**src/rtl/sevenseg_pkg.sv**
```systemverilog
// Shared types and sizing helpers for the multiplexed seven-segment driver.
package sevenseg_pkg;

    localparam int GLYPH_W = 7;
    localparam int SEG_W   = 8;
    localparam int PWM_W   = 4;

    typedef logic [GLYPH_W-1:0] glyph_t;
    typedef logic [SEG_W-1:0]   seg_t;
    typedef logic [PWM_W-1:0]   level_t;

    localparam level_t BRIGHT_FULL = '1;

    // Counter width for a modulus n, never narrower than one bit.
    function automatic int cnt_width(input int n);
        return (n > 1) ? $clog2(n) : 1;
    endfunction

endpackage

```
**src/rtl/sevenseg_timebase.sv**
```systemverilog
// Slot, digit-address, frame and PWM counters for the display scanner.
module sevenseg_timebase
    import sevenseg_pkg::*;
#(
    parameter int DIGITS      = 4,
    parameter int SLOT_CYCLES = 6250,
    parameter int FRAME_W     = 6,
    parameter int AW          = cnt_width(DIGITS),
    parameter int SW          = cnt_width(SLOT_CYCLES)
) (
    input  logic               clk,
    input  logic               reset,
    output logic [SW-1:0]      slot_cnt,
    output logic [AW-1:0]      addr,
    output level_t             pwm_cnt,
    output logic [FRAME_W-1:0] frame_cnt,
    output logic               boundary
);

    logic slot_wrap;
    logic addr_wrap;

    assign slot_wrap = (slot_cnt == SW'(SLOT_CYCLES - 1));
    assign addr_wrap = (addr == AW'(DIGITS - 1));
    assign boundary  = (slot_cnt == '0) && (addr == '0);

    always_ff @(posedge clk) begin
        if (reset) begin
            slot_cnt  <= '0;
            addr      <= '0;
            pwm_cnt   <= '0;
            frame_cnt <= '0;
        end else begin
            pwm_cnt <= pwm_cnt + 1'b1;
            if (slot_wrap) begin
                slot_cnt <= '0;
                if (addr_wrap) begin
                    addr      <= '0;
                    frame_cnt <= frame_cnt + 1'b1;
                end else begin
                    addr <= addr + 1'b1;
                end
            end else begin
                slot_cnt <= slot_cnt + 1'b1;
            end
        end
    end

endmodule

```
**src/rtl/sevenseg_mux.sv**
```systemverilog
// N-digit multiplexed 7-segment driver: double-buffered data, blanking,
// global PWM brightness and per-digit blink, with registered pin outputs.
module sevenseg_mux
    import sevenseg_pkg::*;
#(
    parameter int DIGITS            = 4,
    parameter int SLOT_CYCLES       = 6250,
    parameter int BLANK_CYCLES      = 64,
    parameter int BLINK_FRAMES_LOG2 = 6,
    parameter bit DIG_ACTIVE_LOW    = 1'b1,
    parameter bit SEG_ACTIVE_LOW    = 1'b1
) (
    input  logic                    clk,
    input  logic                    reset,
    input  logic [GLYPH_W*DIGITS-1:0] digs,
    input  logic [DIGITS-1:0]       dots,
    input  logic [DIGITS-1:0]       blink,
    input  logic                    load,
    input  logic [PWM_W-1:0]        bright,
    output logic [DIGITS-1:0]       dig,
    output logic [SEG_W-1:0]        seg,
    output logic                    frame
);

    localparam int AW = cnt_width(DIGITS);
    localparam int SW = cnt_width(SLOT_CYCLES);
    localparam logic [DIGITS-1:0] DIG_OFF = {DIGITS{DIG_ACTIVE_LOW}};
    localparam seg_t              SEG_OFF = {SEG_W{SEG_ACTIVE_LOW}};

    logic [SW-1:0]                slot_cnt;
    logic [AW-1:0]                addr;
    level_t                       pwm_cnt;
    logic [BLINK_FRAMES_LOG2-1:0] frame_cnt;
    logic                         boundary;

    sevenseg_timebase #(
        .DIGITS      (DIGITS),
        .SLOT_CYCLES (SLOT_CYCLES),
        .FRAME_W     (BLINK_FRAMES_LOG2),
        .AW          (AW),
        .SW          (SW)
    ) u_timebase (
        .clk       (clk),
        .reset     (reset),
        .slot_cnt  (slot_cnt),
        .addr      (addr),
        .pwm_cnt   (pwm_cnt),
        .frame_cnt (frame_cnt),
        .boundary  (boundary)
    );

    logic [GLYPH_W*DIGITS-1:0] glyph_shd_reg, glyph_act_reg;
    logic [DIGITS-1:0]         dot_shd_reg, dot_act_reg;
    logic [DIGITS-1:0]         blink_shd_reg, blink_act_reg;
    logic [DIGITS-1:0]         dig_reg, dig_next;
    seg_t                      seg_reg, seg_next;
    logic                      frame_reg;

    glyph_t glyph_act [DIGITS];
    generate
        for (genvar gi = 0; gi < DIGITS; gi++) begin : g_unpack
            assign glyph_act[gi] = glyph_act_reg[GLYPH_W*gi +: GLYPH_W];
        end
    endgenerate

    // Blank window at slot start hides the digit/data switchover (anti-ghosting).
    logic blank_ok;
    generate
        if (BLANK_CYCLES == 0) begin : g_no_blank
            assign blank_ok = 1'b1;
        end else begin : g_blank
            assign blank_ok = (slot_cnt >= SW'(BLANK_CYCLES));
        end
    endgenerate

    logic bright_ok;
    logic blink_off;
    logic lit;
    logic unused_frame_bits;

    assign bright_ok = (bright == BRIGHT_FULL) || (pwm_cnt < bright);
    assign blink_off = blink_act_reg[addr] && frame_cnt[BLINK_FRAMES_LOG2-1];
    assign lit       = blank_ok && bright_ok && !blink_off;
    assign unused_frame_bits = ^frame_cnt;

    always_comb begin
        dig_next = DIG_OFF;
        seg_next = SEG_OFF;
        if (lit) begin
            dig_next = (DIGITS'(1) << addr) ^ DIG_OFF;
            seg_next = {dot_act_reg[addr], glyph_act[addr]} ^ SEG_OFF;
        end
    end

    // A load on the boundary cycle lands in shadow while active takes the old shadow.
    always_ff @(posedge clk) begin
        if (reset) begin
            glyph_shd_reg <= '0;
            dot_shd_reg   <= '0;
            blink_shd_reg <= '0;
            glyph_act_reg <= '0;
            dot_act_reg   <= '0;
            blink_act_reg <= '0;
            dig_reg       <= DIG_OFF;
            seg_reg       <= SEG_OFF;
            frame_reg     <= 1'b0;
        end else begin
            if (load) begin
                glyph_shd_reg <= digs;
                dot_shd_reg   <= dots;
                blink_shd_reg <= blink;
            end
            if (boundary) begin
                glyph_act_reg <= glyph_shd_reg;
                dot_act_reg   <= dot_shd_reg;
                blink_act_reg <= blink_shd_reg;
            end
            dig_reg   <= dig_next;
            seg_reg   <= seg_next;
            frame_reg <= boundary;
        end
    end

    assign dig   = dig_reg;
    assign seg   = seg_reg;
    assign frame = frame_reg;

endmodule
```
**config.mk**
```make
export PLATFORM = sky130hd
export DESIGN_NAME = sevenseg_mux
export DESIGN_NICKNAME = d
export VERILOG_FILES = /design/src/rtl/sevenseg_pkg.sv /design/src/rtl/sevenseg_timebase.sv /design/src/rtl/sevenseg_mux.sv
export SDC_FILE = /design/constraint.sdc
export NUM_CORES = 1
export LEC_CHECK = 0
export ABC_AREA = 1
export CAP_MARGIN = 20
export CORE_MARGIN = 2
export CORE_UTILIZATION = 50
export DETAILED_ROUTE_END_ITERATION = 16
export PLACE_DENSITY_LB_ADDON = 0.05
export SYNTH_ARGS = -nofsm -noshare
export SYNTH_HDL_FRONTEND = slang
export SYNTH_SLANG_ARGS = --single-unit
```
**constraint.sdc**
```tcl
create_clock -name clk -period 3.14 [get_ports clk]
set_clock_uncertainty 0.15 [all_clocks]
set_input_delay 0.628 -clock clk [delete_from_list [all_inputs] [get_ports clk]]
set_output_delay 0.628 -clock clk [all_outputs]
set_load 0.05 [all_outputs]
```
==> flow_metrics.tcl <==
set metrics [dict create \
    worst_pin_slew_ns 0.855 \
    vdd_ir_drop_max_v 0.000264 \
    fp-row-count 34 \
    routed_via_density 5.25 \
    synth_cell_type_count 27 \
    min-delay-path-class "reg2reg" \
    netlist_area_um2 4530 \
    die_h_um 99.2 \
    multi_input_area_um2 2050 \
    cpPeakStageDelay_ns 0.63 \
    synth_compound_area_share_pct 17.7 \
    critical_path_buf_inv_count 2 \
    rsz0062_at_grt "no" \
    dieArea_um2 9840 \
    grt_max_degree 77 \
    root_buffer "clkbuf_8" \
    stdcell_area_um2 5320 \
    synthArstFlopShare_pct 0 \
    cts_max_level 3 \
    synth_simple_gate_area_share_pct 23.0 \
    grt_pass1_wl_um 17200 \
    wl_um 10100 \
    clk_pin_slew_ns 0.10 \
    p_per_area_nw_per_um2 512 \
    drt_iter0_drc 182 \
    crit_chain "inv_1 -> ha_1 -> nand3_1 -> nor2_4 -> nand2_2 -> buf_4 -> o21ai_1 -> nor2_1" \
    grt_pass1_vias 3648 \
    cp.required_ns 3.26 \
    path_delay_family "simple AND/OR/NAND/NOR gates" \
    leakagePower_nw 2.13 \
    grt_overflow 0 \
    wl_per_cell_um 13.3 \
    drv_cap 0 \
    slew_viol_final 0 \
    ff_latch_area_um2 2200 \
    place_congestion 0.860 \
    cts_buffers 9 \
    fin_tns_setup_ns 0 \
    avgSynthCellArea_um2 7.53 \
    hold_violations 0 \
    synth-edff-count 0 \
    diodes 0 \
    nets 698 \
    synth_adder_area_share_pct 3.31 \
    period_minus_slack_ns 2.79 \
    cp-start-kind "register" \
    drive_above_1_share_pct 5.09 \
    clkSinkCount 110 \
    critical_path_class "reg2reg" \
    synth_mux_area_share_pct 0 \
    area_growth_pct 17.4 \
    ys_seq_area_share_pct 48.6 \
    cp_slowest_cell "nor2_4" \
    grt_usage_pct 21.2 \
    synth_cells 602 \
    drtPass1Iterations 4 \
    slew_headroom_pct 43.0 \
    portBuffers 55 \
    dp_hpwl_um 6920 \
    status "complete, no violations" \
    total_power_mw 2.72 \
    final-setup-viol-count 0 \
    ant_nets 0 \
    dieWidth_um 99.2 \
    drc_errors 0 \
    arrival_ns 2.92 \
    fillers 824 \
    cts.path.max_buffers 2 \
    ys.flop_type "dfxtp_1" \
    synth_top_family_by_area "simple AND/OR/NAND/NOR gates" \
    core_um2 8760 \
    postCtsSetupRepairBufs 0 \
    post-route-util_pct 60.7 \
    cts_tree "yes" \
    synth-seq-cells 110 \
    worstSkewPairLatency_ns 0.38 \
    yosys_warnings 0 \
    path_max_fanout 36 \
    cp-end-kind "register" \
    placed_area_um2 5120 \
    antenna_found_initial 0 \
    ios 56 \
    hold_ws_ns 0.333 \
    start_util_pct 51.7 \
    fin_crit_sh_pct 88.9 \
    max_freq_ghz 0.358 \
    cts_resized 0 \
    synth_nets 657 \
    synth_xor_area_share_pct 1.16 \
    ctsHoldBuffers 0 \
    vias 3967 \
]
[metrics by stage]
stage,worst slack (ns),std cells
floorplan,1.15,602
global placement,0.451,740
detailed placement,0.394,740
CTS,0.386,756
global route,0.116,756
finish,0.348,756
[cells in the final DEF, fill, tap and decap left out, types with 4 or more instances in the layout]
cell and count:
inv_1 26, o22ai_1 8, inv_2 4, nand2_1 43, buf_4 9, nor3_1 6, clkdlybuf4s50_1 55, clkbuf_8 9
o21ai_0 73, o21ai_1 22, dfxtp_1 110, a21oi_1 53, ha_1 12, nand3_1 37, nor2_1 154
[worst paths after layout]
path                                          from                                to  slack [ns]  depth (start not counted)
setup / recovery   u_timebase.addr[1]$_SDFFE_PP0P_     glyph_act_reg[9]$_SDFFE_PP0P_        0.35                          8
hold / removal    u_timebase.pwm_cnt[0]$_SDFF_PP0_  u_timebase.pwm_cnt[0]$_SDFF_PP0_        0.33                          1
setup reg to reg   u_timebase.addr[1]$_SDFFE_PP0P_     glyph_act_reg[9]$_SDFFE_PP0P_        0.35                          8
hold reg to reg   u_timebase.pwm_cnt[0]$_SDFF_PP0_  u_timebase.pwm_cnt[0]$_SDFF_PP0_        0.33                          1
[synth_stat cells (4+ instances only)]
cell type	n	area [µm²]
a21oi_1	53	265
buf_2	10	50.1
clkbuf_1	19	71.3
dfxtp_1	110	2200
ha_1	12	150
inv_1	26	97.6
inv_2	4	15.0
nand2_1	43	161
nand3_1	37	185
nor2_1	154	578
nor3_1	6	30.0
o21ai_0	73	365
o21ai_1	22	110
o22ai_1	8	50.1
[where the power goes]
group,internal (mW),switching [mW]
registers,1.49,0.0571
logic,0.138,0.176
clock network,0.380,0.480
[cells by family after synthesis]
kind of cell	after synthesis
compound gates	158
flops	110
fa+ha+maj	12
xor+xnor	6
buf+inv	65
simple gates	251
[final cells by class]
cell class	count	area share, %
flip-flops and latches	110	41.4
multi-input cells	427	38.6
repair buffers	64	11.6
well taps	108	2.54
clock buffers	11	2.47
inverters	31	2.19
clock inverters	5	1.25
[routing by layer]
layer | routed length [µm] | vias up | global-route usage (%)
met2 | 4740 | 77 | 33.7
met3 | 384 | 15 | 5.34
met5 | 0 | - | 0
li1 | - | 2070 | -
met1 | 4680 | 1805 | 28.3
met4 | 242 | 0 | 7.27
(Power assumes the default switching activity.)
==> patch, RTL diff (config.mk and constraints unchanged) <==
The output `dig` loses its register stage (`dig_reg` becomes a continuous assignment).
--- a/src/rtl/sevenseg_mux.sv
+++ b/src/rtl/sevenseg_mux.sv
@@ -103,3 +103,2 @@
             blink_act_reg <= '0;
-            dig_reg       <= DIG_OFF;
             seg_reg       <= SEG_OFF;
@@ -117,3 +116,2 @@
             end
-            dig_reg   <= dig_next;
             seg_reg   <= seg_next;
@@ -122,2 +120,4 @@
     end
+
+    assign dig_reg = dig_next;
 
Formal check against the unedited RTL: same outputs for any inputs over 10 cycles, from zero or initial values and one cycle with reset high; that may be too few to reach the edited logic, so the function may still have changed.
==> patch against the original RTL <==
  * Sequential cell count decreased by 4
  * Final area increased by 1.7%
  * Synthesized area increased by 1.8%
  * Total power decreased by 2.6%
  * Die area increased by 1.7%
  * Count of clock-buffer cells in the layout decreased by 2
  * Worst setup slack got worse by 0.14 ns
  * Routed wire length decreased by 2.6%
  * Critical path type is now in -> out
  * Largest cell class unchanged
==> patch: results (changes against the original RTL) <==
status:
  run_status: "finished clean"
synth:
  ys.flop_type: "sky130_fd_sc_hd__dfxtp_1"
  synth.yosys.seq_area_share_pct: 46.0  # -2.6 points
  synth_area_leaders: "sky130_fd_sc_hd__dfxtp_1, sky130_fd_sc_hd__nor2_1, sky130_fd_sc_hd__nand2_1"
  yosys-top-cells-count: "sky130_fd_sc_hd__nor2_1, sky130_fd_sc_hd__nand2_1, sky130_fd_sc_hd__dfxtp_1, sky130_fd_sc_hd__inv_1, sky130_fd_sc_hd__o21ai_0"
  yosysWarnings: 0  # unchanged
  syn-num-nets: 722  # +9.9%
  post_synthesis_cell_type_count: 24  # -11%
  ys_async_sr_fraction_pct: 0  # unchanged
setup_path:
  worstReg2RegEnd: "dot_act_reg[0]"
  r2r-start: "u_timebase.addr[0]"
  worst_setup_path_startpoint: "bright[3]"
  timing.critical_path.to: "dig[2]"
  timing.critical_path.slowest_cell_delay_ns: 0.49  # -0.14 ns
  worstPathArrival_ns: 2.15  # -0.77 ns
  cpMaxStageDelayCell: "sky130_fd_sc_hd__clkdlybuf4s50_1"
  rr_worst_depth: 9  # +1
  critical_path_peak_fanout: 4  # -89%
  ff2ff_setup_slack_ns: 0.97  # +0.62 ns
pwr:
  vdd.ir_drop.worst_mv: 0.294  # +12%
  cellLeakagePower_nw: 2.36  # +11%
placement:
  gp_congestion: 0.854  # -0.66%
  place.detailed.hpwl_um: 6670  # -3.6%
  worst_slack_at_placement_ns: 0.110  # -0.283 ns
sta:
  worst_slew_pin_slew_ns: 0.953  # +0.0974 ns
  final.period_utilization_pct: 93.3  # +4.4 points
  final.hold.worst_slack_ns: 0.325  # -0.00875 ns
cts:
  cts_inserted_buffers: 9  # unchanged
  cts_max_level: 3  # unchanged
  cts_max_path_buffers: 2  # unchanged
  clk_latency_ns: 0.37
  post_cts_resized: 0  # unchanged
final_layout:
  layout-drive-gt1-share_pct: 5.03  # -0.058 points
  final_net_count: 765  # +9.6%
  filler_cell_count: 898  # +9.0%
  num_antenna_cells: 0  # unchanged
global_routing:
  grt_pass1_vias: 3901  # +6.9%
  grt_pass1_wl_um: 17000  # -1.4%
  grt_usage_pct: 20.9  # -0.35 points
  grt_start_max_net_pins: 74  # -3.9%
routing:
  detail_route.first_pass.iterations: 4  # unchanged
  drt_first_iter_violations: 134  # -26%
  vias_per_std_cell: 4.95  # -5.6%
  detail_route.wirelength_um: 9790  # -2.6%
hold_path:
  min_delay_worst_endpoint: "u_timebase.slot_cnt[11]"
  worstHoldPathCells: 2  # +1
  hold_path_startpoint: "u_timebase.slot_cnt[11]"
patch: cell types whose count changed after synthesis, sizes merged, moves of 11 or more:
cell	change
inv	+35
nor2	+16
nand4	+11
nand2	+90
nand3	-13
o21ai	-38
a21oi	-20
patch: power breakdown:
group          switching (W)  internal [W]  leakage, nW  total [W]
clock               0.000494      0.000304       0.0934   0.000798
sequential         0.0000418       0.00144        0.873    0.00148
combinational       0.000217      0.000156         1.39   0.000372
patch: layer usage:
layer	vias to the layer above	global-route usage [%]	routed length (µm)
met5	-	0	0
met4	0	5.69	113
met3	8	5.01	390
met2	72	36.2	4660
met1	1841	26.0	4630
li1	2169	-	-
patch: worst max-delay path: cells and delay by family:
kind / cells / cell delay (ns)
compound gates: 2 / 0.31
fa+ha+maj: 1 / 0.30
buf+inv: 3 / 0.73
simple gates: 2 / 0.18
patch: cells by family after synthesis:
group | share of synthesized area (%)
AO/OA/AOI/OAI | 9.90
XOR/XNOR | 0.949
adder cells (fa/ha/maj) | 3.25
buffers and inverters | 8.84
flip-flops | 46.0
AND/OR/NAND/NOR | 31.1
patch: cell type report:
cell class | count | share of cell area, %
clock buffers | 9 | 2.29
clock inverters | 7 | 1.18
inverters | 68 | 4.72
multi-input cells | 463 | 38.6
flip-flops and latches | 106 | 39.2
well taps | 111 | 2.57
repair buffers | 62 | 11.4
patch: metrics by stage:
step	instance area [µm²]	util, %	std cells
2_1_floorplan	4610	-	667
3_3_place_gp	5220	57.3	810
3_5_place_dp	5220	57.3	810
4_1_cts	5410	59.4	826
5_1_grt	5410	59.4	826
6_report	5410	59.4	826
